## src/rtl/transform_column.sv

```systemverilog
// Single-column AES MixColumns with a registered output stage and valid strobe.
// Define MIXCOL_INV_EN to add the inv input, which selects InvMixColumns.
module transform_column (
    input  logic       clk,
    input  logic       rst_n,
    input  logic       in_valid,
`ifdef MIXCOL_INV_EN
    input  logic       inv,
`endif
    input  logic [7:0] in0,
    input  logic [7:0] in1,
    input  logic [7:0] in2,
    input  logic [7:0] in3,
    output logic       out_valid,
    output logic [7:0] out0,
    output logic [7:0] out1,
    output logic [7:0] out2,
    output logic [7:0] out3
);

    function automatic logic [7:0] xtime(input logic [7:0] a);
        return {a[6:0], 1'b0} ^ (a[7] ? 8'h1b : 8'h00);
    endfunction

    function automatic logic [7:0] mul3(input logic [7:0] a);
        return xtime(a) ^ a;
    endfunction

`ifdef MIXCOL_INV_EN
    // Inverse coefficients are sums of a, 2a, 4a and 8a built from chained xtime.
    function automatic logic [7:0] mul9(input logic [7:0] a);
        return xtime(xtime(xtime(a))) ^ a;
    endfunction

    function automatic logic [7:0] mulb(input logic [7:0] a);
        return xtime(xtime(xtime(a))) ^ xtime(a) ^ a;
    endfunction

    function automatic logic [7:0] muld(input logic [7:0] a);
        return xtime(xtime(xtime(a))) ^ xtime(xtime(a)) ^ a;
    endfunction

    function automatic logic [7:0] mule(input logic [7:0] a);
        return xtime(xtime(xtime(a))) ^ xtime(xtime(a)) ^ xtime(a);
    endfunction
`endif

    logic [7:0] b0;
    logic [7:0] b1;
    logic [7:0] b2;
    logic [7:0] b3;

    always_comb begin
        b0 = xtime(in0) ^ mul3(in1) ^ in2 ^ in3;
        b1 = in0 ^ xtime(in1) ^ mul3(in2) ^ in3;
        b2 = in0 ^ in1 ^ xtime(in2) ^ mul3(in3);
        b3 = mul3(in0) ^ in1 ^ in2 ^ xtime(in3);
`ifdef MIXCOL_INV_EN
        if (inv) begin
            b0 = mule(in0) ^ mulb(in1) ^ muld(in2) ^ mul9(in3);
            b1 = mul9(in0) ^ mule(in1) ^ mulb(in2) ^ muld(in3);
            b2 = muld(in0) ^ mul9(in1) ^ mule(in2) ^ mulb(in3);
            b3 = mulb(in0) ^ muld(in1) ^ mul9(in2) ^ mule(in3);
        end
`endif
    end

    // Data registers only load on valid columns so the last result stays visible.
    always_ff @(posedge clk) begin
        if (!rst_n) begin
            out_valid <= 1'b0;
            out0      <= 8'h00;
            out1      <= 8'h00;
            out2      <= 8'h00;
            out3      <= 8'h00;
        end else begin
            out_valid <= in_valid;
            if (in_valid) begin
                out0 <= b0;
                out1 <= b1;
                out2 <= b2;
                out3 <= b3;
            end
        end
    end

endmodule

```

## config.mk

```make
export PLATFORM = sky130hd
export DESIGN_NAME = transform_column
export DESIGN_NICKNAME = d
export VERILOG_FILES = /design/src/rtl/transform_column.sv
export SDC_FILE = /design/constraint.sdc
export NUM_CORES = 1
export LEC_CHECK = 0
export BUFFER_PORTS_ARGS = -buffer_cell sky130_fd_sc_hd__buf_2
export CORE_UTILIZATION = 35
export DETAILED_ROUTE_END_ITERATION = 6
export PLACE_DENSITY = 0.58
export SYNTH_ARGS = -nofsm -noshare
export SYNTH_HDL_FRONTEND = slang
export SYNTH_SLANG_ARGS = --single-unit
```

## constraint.sdc

```tcl
create_clock -name clk -period 1.9 [get_ports clk]
set_input_delay 0.475 -clock clk [delete_from_list [all_inputs] [get_ports clk]]
set_output_delay 0.475 -clock clk [all_outputs]
set_load 0.005 [all_outputs]
```

==> run metrics, run 1 <==
RD Place Congestion 0.769; Worst Hold Class register to register; Area Overhead vs Synth 21.3%; pre-CTS setup slack 193 ps; Initial Util 0.368; largest net degree at the start of global routing 21; Worst Path Required 2080 ps; CTS H-tree depth 2; post-route minimum period 1390 ps; Worst Path Max Fanout 4; Final ANT Viol Nets 0; CP max stage cell xnor3_1; Worst slew margin 0.713; post-layout net count 286; unique cell type count in the Yosys netlist 16; CTS tree done; first-pass GRT wire length 8960 µm; DR vias/cell 4.83; Mean Syn Cell Area 12.8 µm²; Final HPWL DP 4310 µm; Overflow after GRT 0; failing checks DRC; layout cells sized above 1 0.331; DP Cell Count 321; initial drt markers 84; non-filler cells, final 328; Setup crit end kind register; Ports 68; leak pwr 1.53 nW; Worst Setup Slack, final 510 ps; Placed Area 0.00278 mm²; Final Power 2.19 mW; Reg2Reg Depth 1; Mapped Cells 185; setup slack, reg-to-reg 1250 ps; Core Region 0.00642 mm²; crit-path max cell delay 400 ps; fin. max-slew vios 0; Synth Register Bits 33; clk_lat worst skew 280 ps; CP bufs+invs 1; worst-path cell chain buf_2, xor2_2, xnor3_1, a22o_1; initial antenna violation count 0; reg2reg end out3[4]; final hold vios 0; Tcrit/Tclk final 0.732; DRC Markers 12; die outline area 0.00709 mm²; Max Freq 0.719 GHz; post-CTS sizing 0; crit path capture out3[4]; endpoints failing setup 0; final instance area 0.00287 mm²; critical path depth in cells 4; WL/cell 17.0 µm; die width 84.2 µm; Syn. warnings 0; total of max-cap violations 0; final setup TNS 0 ps; Pwr Density 765 mW/mm²; synthesized cell area 0.00236 mm²; Critical Path Start Type input port; Post-Syn Nets 220; CTS sink count 33; Root Driver clkbuf_8; RSZ-0062 raised after global routing no; top-area cell type share of the netlist area 0.391; critical path's top delay family XOR/XNOR gates; # rows 29; post-CTS setup buffer count 0; register area share after synthesis 0.280; Final Skew 0 ps; CP Data Arrival Time 1570 ps; crit path kind input port to register; CTS buffer count 5; Crit Reg-Reg Startpoint out3[4]; Pre-Repair DR Iteration Count 6; via count 1584; Port Buffer Count 67; synth top area cells xnor3_1 39%, dfxtp_1 28%, nand3b_1 7.3%, o21ai_1 6.6%, xor2_1 5.6%; final wirelength 5580 µm; worst-margin pin slew 428 ps; ant diodes 0; Max VDD drop 0.281 mV; Overall Global Routing Usage 0.170; clk slew on worst S/H paths 60 ps; critical path startpoint in0[7]; hold buffer count at CTS 0; number of global-route vias before repair 1569; clk buf depth 2; area leader, netlist xnor3_1; status finished with violations; die height 84.2 µm
layer usage:
layer | up-vias | part of all wire | GRT usage
met5 | - | 0 | 0
met4 | 0 | 0.012 | 0.0470
met3 | 6 | 0.054 | 0.0442
met2 | 47 | 0.43 | 0.242
met1 | 760 | 0.51 | 0.256
li1 | 771 | - | -
cells in the final DEF, fill, tap and decap left out:
| cell | instances |
|---|---|
| clkbuf_1 | 1 |
| inv_1 | 1 |
| buf_4 | 5 |
| dfxtp_1 | 33 |
| nand2_1 | 9 |
| xor3_1 | 2 |
| o21ai_1 | 31 |
| buf_2 | 67 |
| nor2b_1 | 1 |
| clkbuf_8 | 6 |
| nand3b_1 | 23 |
| xnor2_2 | 2 |
| xnor3_1 | 41 |
| xor2_2 | 3 |
| a22o_1 | 1 |
| xor2_1 | 15 |
| xnor2_1 | 10 |
cell usage after synthesis:
library cell and n:
dfxtp_1 33, buf_1 3, clkbuf_1 8, a22o_1 1, o21ai_1 31, nand3b_1 23
xnor2_1 10, nor2b_1 1, xnor3_1 41, xor2_2 3, xor2_1 15, xor3_1 2
buf_2 2, xnor2_2 2, nand2_1 9, inv_1 1
kinds of logic after synthesis:
logic type / after synthesis / share of synthesized area
buffers and inverters: 14 / 0.0233
XOR/XNOR: 73 / 0.538
flip-flops: 33 / 0.280
AO/OA/AOI/OAI: 32 / 0.0694
AND/OR/NAND/NOR: 33 / 0.0900
worst min-delay path, stage by stage, from the launching register on:
cell	delay, ps
dfxtp_1	310
nand2_1	50
o21ai_1	50
flip-flops by register name, summed over array words and instances, names as in the netlist:
signal / flops
out1: 8
out0: 8
out_valid: 1
out2: 8
out3: 8
per-stage QoR:
stage,hold slack [ps],utilization
floorplan,442,-
detailed placement,439,0.433
finish,441,0.447
global placement,433,0.433
global route,463,0.447
CTS,448,0.447
cell type report:
cell class,instances,area [µm²]
fill,602,3550
multi-input combinational,138,1650
sequential,33,661
timing repair buffer,72,373
tap,77,96.3
clock buffer,7,86.3
inverter,1,3.75
worst min-delay path by stage:
stage | from | end | slack [ps] | cells after the start
finish | out2[2] | out2[2] | 440 | 2
global route | out3[1] | out3[1] | 460 | 2
CTS | out2[2] | out2[2] | 450 | 2
detailed placement | out2[2] | out2[2] | 440 | 2
global placement | out2[2] | out2[2] | 430 | 2
floorplan | out1[2] | out1[2] | 440 | 2
power by group:
part / switching [mW] / total [mW] / internal, mW
sequential: 0.0521 / 0.839 / 0.787
clock: 0.257 / 0.544 / 0.287
combinational: 0.320 / 0.810 / 0.489
Note: power is estimated with default switching activity, not from simulation.
==> run 2: changes to the inputs <==
Settings changed: ABC_AREA set to 1, PLACE_DENSITY 0.58 to 0.55.
Clock period 1.9 ns to 1.3 ns, I/O delays scaled along.
==> run metrics, run 2 <==
critical path's top delay family flip-flops; CTS tree done; critical path depth in cells 1 (-3); crit path kind register to output port; Post-Route Utilization 0.427 (-0.0200); die width 99.2 µm (+18%); endpoints failing setup 0 (unchanged); synthesized cell area 0.00331 mm² (+40%); die outline area 0.00984 mm² (+39%); # fillers 1062 (+76%); Crit Reg-Reg Startpoint out3[2]; commonest non-fill, non-tap cell in the layout nand2_1; number of global-route vias before repair 3609 (+130%); DRC Markers 0 (-12); clk buf depth 2 (unchanged); fraction of the mapped netlist area in adder cells 0 (unchanged); initial antenna violation count 0 (unchanged); clk_lat worst skew 270 ps (about the same); fin. max-slew vios 0 (unchanged); commonest cells after routing, fill and taps aside 419 x nand2_1, 78 x nand3_1, 67 x buf_2, 58 x inv_1, 33 x dfxtp_1; register area share after synthesis 0.200 (-0.0798); critical path startpoint out0[1]; global route hottest layer met2; Syn. warnings 0 (unchanged); Final HPWL DP 8040 µm (+86%); EDFF count, synth 0 (unchanged); status completed; final hold slack 430 ps (-11.1 ps); xor-xnor portion of the synthesized cell area 0.0185 (-0.519); Tcrit/Tclk final 0.867; # rows 35 (+21%); met1 capacity usage during global routing 0.297 (+0.0407); synth top area cells nand2_1 48%, dfxtp_1 20%, nand3_1 12%, inv_1 6.6%, nand2_2 1.9%; Core Region 0.00920 mm² (+43%); die height 99.2 µm (+18%); Max VDD drop 0.348 mV (+24%); total of max-cap violations 0 (unchanged); met3 Track Usage GR 0.0408 (-0.00349); GR Util met2 0.356 (+0.114); post-CTS setup buffer count 0 (unchanged); crit path capture out0[1]; Pre-Repair DR Iteration Count 5 (-1); setup slack, reg-to-reg 650 ps (-600 ps); RD Place Congestion 0.895 (+16%); via count 3982 (+150%); Setup crit end kind output port; top-count cell post-synth nand2_1; Worst slew margin 0.831 (+0.118); CTS H-tree depth 2 (unchanged); largest net degree at the start of global routing 34 (+62%); post-route minimum period 1130 ps; ant diodes 0 (unchanged); CP Data Arrival Time 800 ps (-770 ps); area leader, netlist nand2_1; Overall Global Routing Usage 0.219 (+0.0485); leak pwr 2.64 nW (+73%); Post-Syn Nets 699 (+220%); Overflow after GRT 0 (unchanged); crit-path max cell delay 380 ps (-20 ps); post-synthesis mux area share 0 (unchanged); post-CTS sizing 0 (unchanged); initial drt markers 227 (+170%); dominant synthesized flop cell dfxtp_1; largest family of logic cells by synthesized area simple AND/OR/NAND/NOR gates; Mapped Cells 664 (+260%); Worst Hold Class input port to register; unique cell type count in the Yosys netlist 21 (+5); Worst Path Required 980 ps (-1100 ps); Port Buffer Count 67 (unchanged); Initial Util 0.360 (-0.00828); Pwr Density 814 mW/mm² (+6.5%); Critical Path Start Type register; Worst Path Max Fanout 2 (-2); layout cells sized above 1 0.168 (-0.162); hold buffer count at CTS 0 (unchanged); CTS buffer count 5 (unchanged); clk slew on worst S/H paths 80 ps (+20 ps); simple-gate portion of the synthesized area 0.643 (+0.553); Area Overhead vs Synth 18.6%; Commonest cells post-synth 419 x nand2_1, 78 x nand3_1, 58 x inv_1; Root Driver clkbuf_8; CTS sink count 33 (unchanged); Reg2Reg Depth 4 (+3); DR vias/cell 4.67 (-3.3%); Ports 68 (unchanged); Mean Syn Cell Area 4.98 µm² (-61%); final hold vios 0 (unchanged); reg2reg end out3[2]; Final Skew 0 ps (unchanged); Synth Register Bits 33 (unchanged); worst-margin pin slew 253 ps (-174 ps); CP max stage cell dfxtp_1; Final ANT Viol Nets 0 (unchanged); final wirelength 10200 µm (+83%); Async SR Flop Fraction 0 (unchanged); Max Freq 0.887 GHz; WL/cell 12.0 µm (-30%); first-pass GRT wire length 17300 µm (+93%); worst-path cell chain buf_2; Compound-Gate Fraction of Synth Area 0.0106 (-0.0588); RSZ-0062 raised after global routing no; top-area cell type share of the netlist area 0.475 (+0.0847); CP bufs+invs 1 (unchanged); post-layout net count 776 (+170%)
[run 2: cell count changes after synthesis, sizes merged, moves of 6 or more]
cell,change
nand2,+422
nor2,+9
nand3b,-17
xnor3,-41
nand3,+78
buf,+10
xor2,-17
inv,+73
xnor2,-6
o21ai,-27
[run 2: report_power, final]
group / total [mW] / leakage, nW / switching (mW) / internal, mW
clock network: 0.787 / 0.0439 / 0.417 / 0.370
logic: 1.24 / 2.33 / 0.775 / 0.469
registers: 1.16 / 0.275 / 0.0488 / 1.11
[run 2: cells by family (layout without fill, tap and decap cells)]
kind of cell,Yosys count,after routing
buf+inv,93,171
xor+xnor,7,7
compound gates,7,7
flops,33,33
simple gates,524,524
[run 2: layout make-up]
cell class | instances | area [µm²] | share of cell area
clock inverter | 3 | 17.5 | 0.00447
timing repair buffer | 89 | 526 | 0.134
inverter | 74 | 288 | 0.0734
sequential | 33 | 661 | 0.168
tap | 111 | 139 | 0.0354
multi-input combinational | 538 | 2220 | 0.567
clock buffer | 5 | 68.8 | 0.0175
[run 2: stage by stage]
stage               setup TNS [ps]  power (mW)  area, µm²  worst slack (ps)  std cells
global route                     0        3.49       3920              85.9        853
CTS                              0        3.25       3920               160        853
finish                           0        3.19       3920               173        853
detailed placement            -681        2.43       3840             -82.3        845
floorplan                        0        2.00       3310               182        664
global placement              -598        2.41       3840             -77.8        845
[run 2: worst min-delay path by stage]
stage            start  endpoint  slack [ps]  cells past startpoint
4_1_cts         in3[0]   out0[0]         420                      5
3_5_place_dp   out3[3]   out3[3]         510                      2
6_report        in3[0]   out0[0]         430                      5
2_1_floorplan  out3[3]   out3[3]         500                      2
3_3_place_gp   out1[7]   out1[7]         510                      4
5_1_grt         in3[6]   out3[7]         430                      5
[run 2: routing by layer]
| metal | share of wire | vias up |
|---|---|---|
| met5 | 0 | - |
| met4 | 0.0078 | 0 |
| met3 | 0.057 | 6 |
| met2 | 0.44 | 92 |
| met1 | 0.49 | 1721 |
| li1 | - | 2163 |
==> run 3: changes to the inputs <==
Settings changed: PLACE_DENSITY 0.55 to unset, PLACE_DENSITY_LB_ADDON set to 0.05, SETUP_SLACK_MARGIN set to 0.05.
==> run metrics, run 3 (synthesis results as in run 2) <==
DR vias/cell 4.74 (+1.6%); Setup crit end kind output port; Placed Area 0.00392 mm² (+2.3%); endpoints failing setup 0 (unchanged); post-CTS sizing 0 (unchanged); CP bufs+invs 1 (unchanged); Final HPWL DP 8310 µm (+3.4%); clk buf depth 2 (unchanged); die outline area 0.00984 mm² (unchanged); depth of the worst hold-timing path 5 (unchanged); fin. max-slew vios 0 (unchanged); first-pass GRT wire length 17800 µm (+3.1%); Pre-Repair DR Iteration Count 7 (+2); post-route minimum period 1140 ps (+13.0 ps); worst-margin pin slew 279 ps (+26.1 ps); final instance area 0.00404 mm² (+3.0%); Critical Path Start Type register; Final ANT Viol Nets 0 (unchanged); critical path's top delay family flip-flops; CTS sink count 33 (unchanged); status completed; Initial Util 0.360 (unchanged); Worst slew margin 0.814 (-0.0174); Worst Path Max Fanout 2 (unchanged); ant diodes 0 (unchanged); die width 99.2 µm (unchanged); clk_lat worst skew 290 ps (+20 ps); Core Region 0.00920 mm² (unchanged); via count 4092 (+2.8%); post-layout net count 786 (+1.3%); Overflow after GRT 0 (unchanged); Worst Path Required 980 ps (about the same); DRC Markers 0 (unchanged); initial drt markers 196 (-14%); hold buffer count at CTS 0 (unchanged); crit path kind register to output port; Max VDD drop 0.292 mV (-16%); critical path depth in cells 1 (unchanged); RD Place Congestion 0.897 (+0.25%); largest net degree at the start of global routing 24 (-29%); CP Data Arrival Time 820 ps (+20 ps); final hold vios 0 (unchanged); leak pwr 2.71 nW (+2.5%); CTS tree done; Root Driver clkbuf_8; WL/cell 12.4 µm (+3.9%); crit-path max cell delay 390 ps (about the same); CTS buffer count 5 (unchanged); total of max-cap violations 0 (unchanged); # rows 35 (unchanged); Ports 68 (unchanged); worst-path cell chain buf_2; number of global-route vias before repair 3684 (+2.1%); post-CTS setup buffer count 0 (unchanged); initial antenna violation count 0 (unchanged); Max Freq 0.877 GHz (-1.1%); Worst Hold Class input port to register; Reg2Reg Depth 4 (unchanged); commonest cells after routing, fill and taps aside 419 x nand2_1, 78 x nand3_1, 67 x buf_2, 58 x inv_1, 33 x dfxtp_1; CTS H-tree depth 2 (unchanged); layout cells sized above 1 0.178 (+0.00973); RSZ-0062 raised after global routing no; Final Power 3.54 mW (+11%); Pwr Density 877 mW/mm² (+7.7%); commonest non-fill, non-tap cell in the layout nand2_1; Tcrit/Tclk final 0.877 (+0.00996); Overall Global Routing Usage 0.228 (+0.00963); clk slew on worst S/H paths 90 ps (about the same); CP max stage cell dfxtp_1; die height 99.2 µm (unchanged); Final Skew 0 ps (unchanged); Port Buffer Count 67 (unchanged); final wirelength 10700 µm (+5.1%); Area Overhead vs Synth 22.1%
## run 3: changes by cell type in the layout (fill, tap and decap cells not counted), sizes merged
cell and delta:
clkinvlp -1, clkbuf +2, bufinv +1, buf +10, clkinv -2
## run 3: power breakdown
part / internal (mW) / switching [mW]
registers: 1.11 / 0.0499
logic: 0.493 / 0.783
clock network: 0.627 / 0.477
total: 2.23 / 1.31
## run 3: layout make-up
type	instances	area, µm²
clock buffers	7	86.3
fillers	1081	5160
well taps	111	139
multi-input cells	538	2220
clock inverters	1	30.0
repair buffers	99	613
inverters	74	288
flip-flops and latches	33	661
## run 3: per-stage QoR
stage	utilization	std cells	setup TNS (ps)	setup WS (ps)	hold slack [ps]
after floorplan	-	664	0	182	503
after global placement	0.427	855	-667	-77.9	499
after detailed placement	0.427	855	-723	-94.1	506
after CTS	0.439	863	0	162	376
after global routing	0.439	863	0	129	411
final	0.439	863	0	160	388
## run 3: path summary, 6_finish.rpt
check	startpoint	to	slack, ps
min reg2reg	out0[0]	out0[0]	520
min	in3[0]	out1[0]	390
max reg2reg	out2[0]	out2[0]	650
max	out3[4]	out3[4]	160
## run 3: layer usage
metal	routed length, µm	share of wire	track usage	up-vias
met2	4590	0.43	0.367	124
met3	507	0.047	0.0204	14
met4	155	0.014	0.0566	0
met1	5470	0.51	0.328	1777
li1	-	-	-	2177
met5	0	0	0	-
